===== src/rtl/wb_queue.sv =====
// In-order writeback queue between result producers and the register file.
// Offers pending-write hazard status and forwarding of the youngest pending value.
module wb_queue #(
    parameter int ADDR_WIDTH = 5,
    parameter int DATA_WIDTH = 32,
    parameter int DEPTH      = 4
) (
    input  logic                     clk,
    input  logic                     rst_n,
    input  logic                     in_valid,
    output logic                     in_ready,
    input  logic [ADDR_WIDTH-1:0]    in_rd,
    input  logic [DATA_WIDTH-1:0]    in_data,
    input  logic                     drain_en,
    output logic                     rf_wen,
    output logic [ADDR_WIDTH-1:0]    rf_rd,
    output logic [DATA_WIDTH-1:0]    rf_busW,
    input  logic [ADDR_WIDTH-1:0]    rs1,
    input  logic [ADDR_WIDTH-1:0]    rs2,
    output logic                     rs1_busy,
    output logic                     rs2_busy,
    output logic [DATA_WIDTH-1:0]    rs1_fwd,
    output logic [DATA_WIDTH-1:0]    rs2_fwd,
    output logic [$clog2(DEPTH):0]   count
);

    localparam int PW = $clog2(DEPTH);
    localparam int CW = PW + 1;

    logic [ADDR_WIDTH-1:0] rd_q   [DEPTH];
    logic [DATA_WIDTH-1:0] data_q [DEPTH];
    logic [PW-1:0]         wptr;
    logic [PW-1:0]         rptr;
    logic [CW-1:0]         cnt;
    logic                  occ;
    logic                  push;
    logic                  pop;

    assign count    = cnt;
    assign occ      = (cnt != '0);
    assign in_ready = (cnt < CW'(DEPTH));
    // x0 writes complete the handshake but are never stored
    assign push     = in_valid && in_ready && (in_rd != '0);
    assign pop      = rf_wen;

    assign rf_wen  = drain_en && occ;
    assign rf_rd   = occ ? rd_q[rptr]   : '0;
    assign rf_busW = occ ? data_q[rptr] : '0;

    // Pointer and occupancy bookkeeping; reset discards all entries
    always_ff @(posedge clk or negedge rst_n) begin
        if (!rst_n) begin
            wptr <= '0;
            rptr <= '0;
            cnt  <= '0;
        end else begin
            if (push) wptr <= wptr + 1'b1;
            if (pop)  rptr <= rptr + 1'b1;
            if (push && !pop)
                cnt <= cnt + 1'b1;
            else if (pop && !push)
                cnt <= cnt - 1'b1;
        end
    end

    // Entry storage; validity comes only from occupancy, so no reset
    always_ff @(posedge clk) begin
        if (push) begin
            rd_q[wptr]   <= in_rd;
            data_q[wptr] <= in_data;
        end
    end

    // Scan oldest to youngest so the youngest match wins
    always_comb begin
        logic [PW-1:0] idx;
        rs1_busy = 1'b0;
        rs2_busy = 1'b0;
        rs1_fwd  = '0;
        rs2_fwd  = '0;
        idx      = '0;
        for (int i = 0; i < DEPTH; i++) begin
            idx = rptr + i[PW-1:0];
            if (CW'(i) < cnt) begin
                if (rs1 != '0 && rd_q[idx] == rs1) begin
                    rs1_busy = 1'b1;
                    rs1_fwd  = data_q[idx];
                end
                if (rs2 != '0 && rd_q[idx] == rs2) begin
                    rs2_busy = 1'b1;
                    rs2_fwd  = data_q[idx];
                end
            end
        end
    end

endmodule


===== config.mk =====
export PLATFORM = sky130hd
export DESIGN_NAME = wb_queue
export DESIGN_NICKNAME = d
export VERILOG_FILES = /design/src/rtl/wb_queue.sv
export SDC_FILE = /design/constraint.sdc
export NUM_CORES = 1
export LEC_CHECK = 0
export CORE_AREA = 8 8 196 123
export DETAILED_ROUTE_END_ITERATION = 10
export DIE_AREA = 0 0 204 131
export GPL_TIMING_DRIVEN = 0
export PLACE_DENSITY = 0.78
export SLEW_MARGIN = 40
export SYNTH_ARGS = -nofsm -noshare
export SYNTH_HDL_FRONTEND = slang
export SYNTH_SLANG_ARGS = --single-unit

===== constraint.sdc =====
create_clock -name clk -period 13.42 [get_ports clk]
set_clock_uncertainty 0.2 [all_clocks]
set_input_delay 4.026 -clock clk [delete_from_list [all_inputs] [get_ports clk]]
set_output_delay 4.026 -clock clk [all_outputs]
set_load 0.01 [all_outputs]

==> results of run 1 <==
==> kinds of logic (layout without fill, tap and decap cells) <==
family	count (synthesis)	count (layout)	share of synthesized area
AO/OA/AOI/OAI	306	306	0.182
XOR/XNOR	43	43	0.0334
adder cells (fa/ha/maj)	9	9	0.0100
buffers and inverters	115	300	0.0459
flip-flops	155	155	0.410
multiplexers	165	165	0.169
AND/OR/NAND/NOR	332	332	0.149
==> power groups by stage <==
| stage | clock [uW] | sequential, uW | combinational (uW) |
|---|---|---|---|
| 2_1_floorplan | 0 | 650 | 1330 |
| 3_3_place_gp | 0 | 660 | 2130 |
| 3_5_place_dp | 0 | 659 | 2190 |
| 4_1_cts | 537 | 650 | 2200 |
| 5_1_grt | 557 | 658 | 2380 |
| 6_report | 541 | 651 | 2260 |
==> metrics by stage <==
stage / instance area, sq um / setup slack (ns) / std cells
floorplan: 11300 / 3.23 / 1125
global placement: 13100 / 1.97 / 1560
detailed placement: 13200 / 1.85 / 1564
CTS: 13900 / 1.85 / 1596
global route: 13900 / 1.62 / 1596
finish: 13900 / 1.77 / 1596
==> how the worst max path moves through the flow <==
| stage | startpoint | to | cells after the start |
|---|---|---|---|
| floorplan | rs2[1] | rs2_fwd[23] | 10 |
| global placement | rs1[0] | rs1_fwd[2] | 10 |
| detailed placement | rs1[0] | rs1_fwd[2] | 10 |
| CTS | rs1[0] | rs1_fwd[2] | 10 |
| global route | rs1[0] | rs1_fwd[2] | 10 |
| finish | rs1[0] | rs1_fwd[2] | 10 |
==> layout by cell type (no fill, tap or decap), drive strengths merged, types with 2 or more instances in the layout <==
cell type | netlist | routed
ha | 9 | 9
and3 | 2 | 2
nand4 | 5 | 5
mux2 | 6 | 6
buf | 44 | 48
clkbuf | 59 | 78
mux2i | 140 | 140
a22oi | 29 | 29
xnor2 | 34 | 34
and2 | 100 | 100
o21ai | 41 | 41
dfrtp | 7 | 7
clkdlybuf4s50 | 0 | 149
clkinv | 1 | 2
nor4 | 3 | 3
a32oi | 2 | 2
a311oi | 31 | 31
edfxtp | 148 | 148
mux4 | 19 | 19
nor2b | 31 | 31
a21oi | 67 | 67
inv | 11 | 15
a211oi | 30 | 30
or4 | 2 | 2
o31a | 29 | 29
nor2 | 14 | 14
bufinv | 0 | 5
a31oi | 2 | 2
nand2 | 136 | 136
nor3 | 31 | 31
nand3 | 3 | 3
a2111oi | 4 | 4
o22ai | 65 | 65
clkinvlp | 0 | 3
xor2 | 9 | 9
==> area by class of cell <==
class	count	area [sq um]
Buffer	103	474
Clock buffer	19	433
Clock inverter	13	214
Fill cell	1703	7580
Inverter	12	45.0
Multi-Input combinational cell	855	6140
Sequential cell	155	4620
Tap cell	286	358
Timing Repair Buffer	153	1570
==> registers in the layout, indices dropped and copies added, names as in the netlist <==
register,cells
data_q,128
wptr,2
rptr,2
count,3
rd_q,20
==> worst reg2reg max path: stages (launching register included) <==
cell and delay [ns]:
dfrtp_1 0.50, buf_6 0.23, buf_6 0.19, buf_2 0.25, buf_1 0.48, buf_1 0.60, nand2_1 0.14, xnor2_1 0.16
==> layer usage <==
layer | vias up | GRT usage
met3 | 132 | 0.0832
met2 | 946 | 0.436
met5 | - | 0
met1 | 5073 | 0.397
li1 | 4615 | -
met4 | 0 | 0.102
==> results_dict.tcl, run 1 <==
set metrics [dict create \
    p_int_uw 1890 \
    final_report_hold_violation_count 0 \
    critPathTopFamily "buffers and inverters" \
    netlist_area_sq_mm 0.0113 \
    first_global_vias 10423 \
    layout-area-overhead-vs-synth_pct 23.1 \
    post_cts.repair.setup_buffers 0 \
    root_buffer "clkbuf_16" \
    max-slew-margin-rel 0.437 \
    core_box_area_sq_mm 0.0214 \
    switching_power_uw 1550 \
    cts_tree "done" \
    worst-slew-pin-transition_ns 0.845 \
    cp_slowest_cell "clkdlybuf4s50_1" \
    io-pin-count 159 \
    route.met2.wl_um 17100 \
    sequential_element_share_of_the_synthesized_area 0.410 \
    worst_r2r_endpoint "rptr[1]" \
    initialDrtViolationCount 1832 \
    worstPathCellList "clkdlybuf4s50_1 > inv_1 > xnor2_1 > nor4_1 > nand4_1 > nand2_1 > clkbuf_1 > o22ai_1 > a21oi_1 > clkdlybuf4s50_1" \
    drtAntennaViolNets 0 \
    postLayoutCoreUtil 0.646 \
    synth.top_cell.area_share 0.395 \
    timing.reg2reg.setup_slack_ns 10.53 \
    wl_um 40100 \
    fraction_of_registers_with_async_set_reset 0.0452 \
    leakagePower_uw 0.00504 \
    port_buffers 149 \
    place_hpwl_um 28400 \
    yosysWarningCount 0 \
    hold_path_startpoint "count[1]" \
    r2r-start "rptr[0]" \
    num_vias 10766 \
    globalplace.congestion 0.942 \
    min_delay_worst_endpoint "count[1]" \
    nNetsFinal 1357 \
    yosysMostFrequentCell "edfxtp_1" \
    critPathArrivalTime_ns 7.43 \
    final-setup-viol-count 0 \
    power.share.combinational 0.654 \
    ys_top_cells_by_count "edfxtp_1 (148), mux2i_1 (140), nand2_1 (136)" \
    clock.fmax_mhz 85.8 \
    dr.max_layer_used "met4" \
    die_h_um 131 \
    dieWidth_um 204 \
    post_synth_main_area_contributors "edfxtp_1 (39%), mux2i_1 (12%), and2_1 (5.6%), nand2_1 (4.5%), o22ai_1 (3.6%)" \
    sequential_power_share 0.189 \
    synth_nets 1185 \
    tns_ns 0 \
    drive_above_1_share 0.0756 \
    worst-setup-path-type "input port to output pin" \
    grt_use_total 0.290 \
    timing.critical_path.mode_cell "clkdlybuf4s50_1" \
    routedWlPerCell_um 25.1 \
    slew_viol_final 0 \
    mean_instance_size_in_the_synthesized_netlist_sq_um 10.0 \
    met1_length_um 15900 \
    drc 0 \
    first_pass_grt_wire_length_um 59600 \
    ys_ff_latch 155 \
    vias_per_cell 6.75 \
    h-tree-depth 4 \
    min-delay-path-class "flip-flop to flip-flop" \
    depth_of_the_worst_hold_timing_path 2 \
    startpoint_type "input port" \
    path_buf_inv 4 \
    synth_cell_types 54 \
    grt_start_max_net_pins 31 \
    result_of_the_run "finished, final reports clean" \
    synth_cells 1125 \
    synth_enable_flop_cells 148 \
    wl_met3_um 5950 \
    report.power.total_uw 3450 \
    post_cts.resized_instances 0 \
    dieArea_sq_mm 0.0267 \
    largest_buffer_count_on_any_clock_path 2 \
    length_in_cells_of_the_worst_reg_to_reg_path 7 \
    timing.critical_path.slowest_cell_delay_ns 0.61 \
    rsz0062_at_grt "no" \
    cts_hold_buf 0 \
    area_leader_netlist "edfxtp_1" \
    p_clk_frac 0.157 \
    worstSetupEndpointType "output pin" \
    floorplan.initialDensity 0.525 \
    worstSkewPairLatency_ns 0.43 \
    period_needed_ns 11.65 \
    timing.hold.ws_ns 0.428 \
    crit_fanout 10 \
    top_ff_cell_synth "edfxtp_1" \
    antenna_cells 0 \
    ir_worst_vdd_mv 0.140 \
    fin_crit_sh 0.868 \
    power.switching_fraction 0.451 \
    cp.required_ns 9.19 \
    number_of_placement_rows 42 \
    max_cap_viol_count 0 \
    antenna_violations_before_repair 0 \
    clkSinkCount 155 \
    detailedRoute.firstPassIterationCount 6 \
    cts_buf_count 17 \
    grt_remaining_overflow 0 \
    power_density_mw_per_mm2 249 \
    clk_pin_slew_ns 0.07 \
]
(Power assumes the default switching activity.)
==> inputs of run 2 (changes only) <==
--- a/config.mk
+++ b/config.mk
@@ -5,11 +5,10 @@
 export SDC_FILE = /design/constraint.sdc
 export NUM_CORES = 1
 export LEC_CHECK = 0
-export CORE_AREA = 8 8 196 123
+export CORE_AREA = 8 8 260 162
 export DETAILED_ROUTE_END_ITERATION = 10
-export DIE_AREA = 0 0 204 131
+export DIE_AREA = 0 0 268 170
 export GPL_TIMING_DRIVEN = 0
-export PLACE_DENSITY = 0.78
 export SLEW_MARGIN = 40
 export SYNTH_ARGS = -nofsm -noshare
 export SYNTH_HDL_FRONTEND = slang
==> run 2 against run 1 <==
  * Critical path depth unchanged
  * Register-to-register slack got worse by 0.07 ns
  * Largest cell class unchanged
  * Routed wire length increased by 15%
  * Combinational power increased by 3%
  * Global-route usage decreased by 9.5 points
  * Via count decreased by 0.85%
  * Clock-buffer cell count decreased by 2
  * Cell area increased by 1.8%
  * Setup slack got worse by 0.18 ns
  * Largest power group unchanged
  * Total power increased by 0.59%
==> results_dict.tcl, run 2 (synthesized netlist as in run 1, its figures left out) <==
set metrics [dict create \
    result_of_the_run "finished, final reports clean" \
    die_h_um 170 \
    largest_reg_flops 128 \
    largest_buffer_count_on_any_clock_path 2 \
    cp.required_ns 9.19 \
    final_cell_mix "clkdlybuf4s50_1 (149), edfxtp_1 (148), mux2i_1 (140)" \
    ir_worst_vdd_mv 0.115 \
    io-pin-count 159 \
    h-tree-depth 4 \
    layout-area-overhead-vs-synth_pct 25.3 \
    period_needed_ns 11.83 \
    final-setup-viol-count 0 \
    tns_ns 0 \
    root_buffer "clkbuf_16" \
    crit_fanout 10 \
    first_pass_grt_wire_length_um 66200 \
    slew_viol_final 0 \
    floorplan.initialDensity 0.294 \
    multi_input_area_sq_mm 0.00614 \
    final_report_hold_violation_count 0 \
    clkSinkCount 155 \
    dieWidth_um 268 \
    p_int_uw 1840 \
    core_box_area_sq_mm 0.0383 \
    post_cts.resized_instances 0 \
    num_vias 10675 \
    grt_use_total 0.195 \
    sequential_power_share 0.188 \
    nNetsFinal 1358 \
    worst-slew-pin-transition_ns 0.816 \
    worstSkewPairLatency_ns 0.45 \
    place_hpwl_um 32900 \
    wl_um 45900 \
    power.switching_fraction 0.469 \
    switching_power_uw 1630 \
    post_cts.repair.setup_buffers 0 \
    dieArea_sq_mm 0.0456 \
    p_clk_frac 0.144 \
    top_register "data_q" \
    initialDrtViolationCount 1368 \
    cts_tree "done" \
    power.share.combinational 0.668 \
    setup_ws_ns 1.59 \
    critPathArrivalTime_ns 7.61 \
    worst-setup-path-type "input port to output pin" \
    startpoint_type "input port" \
    rsz0062_at_grt "no" \
    max_cap_viol_count 0 \
    first_global_vias 10180 \
    drtAntennaViolNets 0 \
    number_of_placement_rows 56 \
    grt_start_max_net_pins 30 \
    worstSetupEndpointType "output pin" \
    globalplace.congestion 0.932 \
    cts_buf_count 17 \
    cts_hold_buf 0 \
    fin_crit_sh 0.882 \
    vias_per_cell 5.82 \
    most_frequent_standard_cell_in_the_layout_excluding_fill_and_tap_cells "clkdlybuf4s50_1" \
    placement.setup.worst_slack_ns 1.63 \
    drc 0 \
    grt-busiest-layer "met2" \
    leakagePower_uw 0.00503 \
    drive_above_1_share 0.0779 \
    clock.fmax_mhz 84.5 \
    port_buffers 149 \
    layout.filler_cells 3814 \
    routedWlPerCell_um 25.0 \
    grt_util_met3 0.0556 \
    seq_area_sq_mm 0.00462 \
    max-slew-margin-rel 0.452 \
    grt_remaining_overflow 0 \
    antenna_violations_before_repair 3 \
    detailedRoute.firstPassIterationCount 6 \
    clk_pin_slew_ns 0.07 \
    min-delay-path-class "flip-flop to flip-flop" \
    power_density_mw_per_mm2 246 \
    grt.met1_usage 0.276 \
    grtUsageMet2 0.281 \
]
run 2: layout make-up:
cell class / instances / share of cell area
Sequential cell: 155 / 0.327
Inverter: 12 / 0.00319
Buffer: 103 / 0.0336
Clock inverter: 14 / 0.0114
Multi-Input combinational cell: 855 / 0.436
Timing Repair Buffer: 154 / 0.112
Clock buffer: 17 / 0.0302
Antenna cell: 1 / 0.000177
Tap cell: 522 / 0.0463
run 2: final timing paths:
path                                from     endpoint  slack (ns)  cells past startpoint
worst max-delay path              rs1[0]  rs1_fwd[11]        1.59                     10
worst min-delay path            count[1]     count[1]        0.44                      2
worst max register to register   rptr[0]      rptr[1]       10.46                      7
worst min register to register  count[1]     count[1]        0.44                      2
max in group asynchronous          rst_n      rptr[0]        9.14                      1
min in group asynchronous          rst_n     count[2]        3.63                      1
run 2: per-layer routing:
| metal | part of all wire | vias to the layer above |
|---|---|---|
| met1 | 0.43 | 5201 |
| met3 | 0.13 | 77 |
| met5 | 0.00059 | - |
| li1 | - | 4633 |
| met4 | 0.028 | 4 |
| met2 | 0.42 | 760 |
run 2: power groups by stage:
stage | sequential, uW | clock [uW] | combinational, uW
6_report | 652 | 499 | 2320
5_1_grt | 659 | 520 | 2450
4_1_cts | 650 | 502 | 2280
3_5_place_dp | 659 | 0 | 2270
3_3_place_gp | 663 | 0 | 2230
2_1_floorplan | 650 | 0 | 1330
run 2: per-stage QoR:
stage / hold WS [ns] / utilization / instance area, sq um / cells / total power [uW]
after floorplan: 0.380 / - / 11300 / 1125 / 1980
after global placement: 0.393 / 0.350 / 13400 / 1796 / 2900
after detailed placement: 0.419 / 0.353 / 13500 / 1801 / 2930
after CTS: 0.436 / 0.368 / 14100 / 1832 / 3440
after global routing: 0.455 / 0.368 / 14100 / 1833 / 3630
final: 0.438 / 0.368 / 14100 / 1833 / 3470
run 2: critical path, stage by stage:
cell and delay [ns]:
clkdlybuf4s50_1 0.57, inv_1 0.14, xnor2_1 0.15, nor4_1 0.26, nand4_1 0.43, nand2_1 0.31
clkbuf_1 0.57, o22ai_1 0.19, a21oi_1 0.34, clkdlybuf4s50_1 0.61
==> inputs of run 3 (changes only) <==
==> constraint.sdc (replaced) <==
create_clock -name clk -period 12.4 [get_ports clk]
set_clock_uncertainty 0.2 [all_clocks]
set_input_delay 3.72 -clock clk [delete_from_list [all_inputs] [get_ports clk]]
set_output_delay 3.72 -clock clk [all_outputs]
set_load 0.01 [all_outputs]
==> results of run 3 <==
The final DEF is identical to that of run 2. Status: finished, final reports clean.
Among the figures that moved: setup slack after placement 1.63 ns -> 1.22 ns; setup slack after layout 1.59 ns -> 1.18 ns; register-to-register setup slack 10.46 ns -> 9.44 ns; total power 3470 uW -> 3750 uW; worst IR drop on VDD 0.115 mV -> 0.124 mV
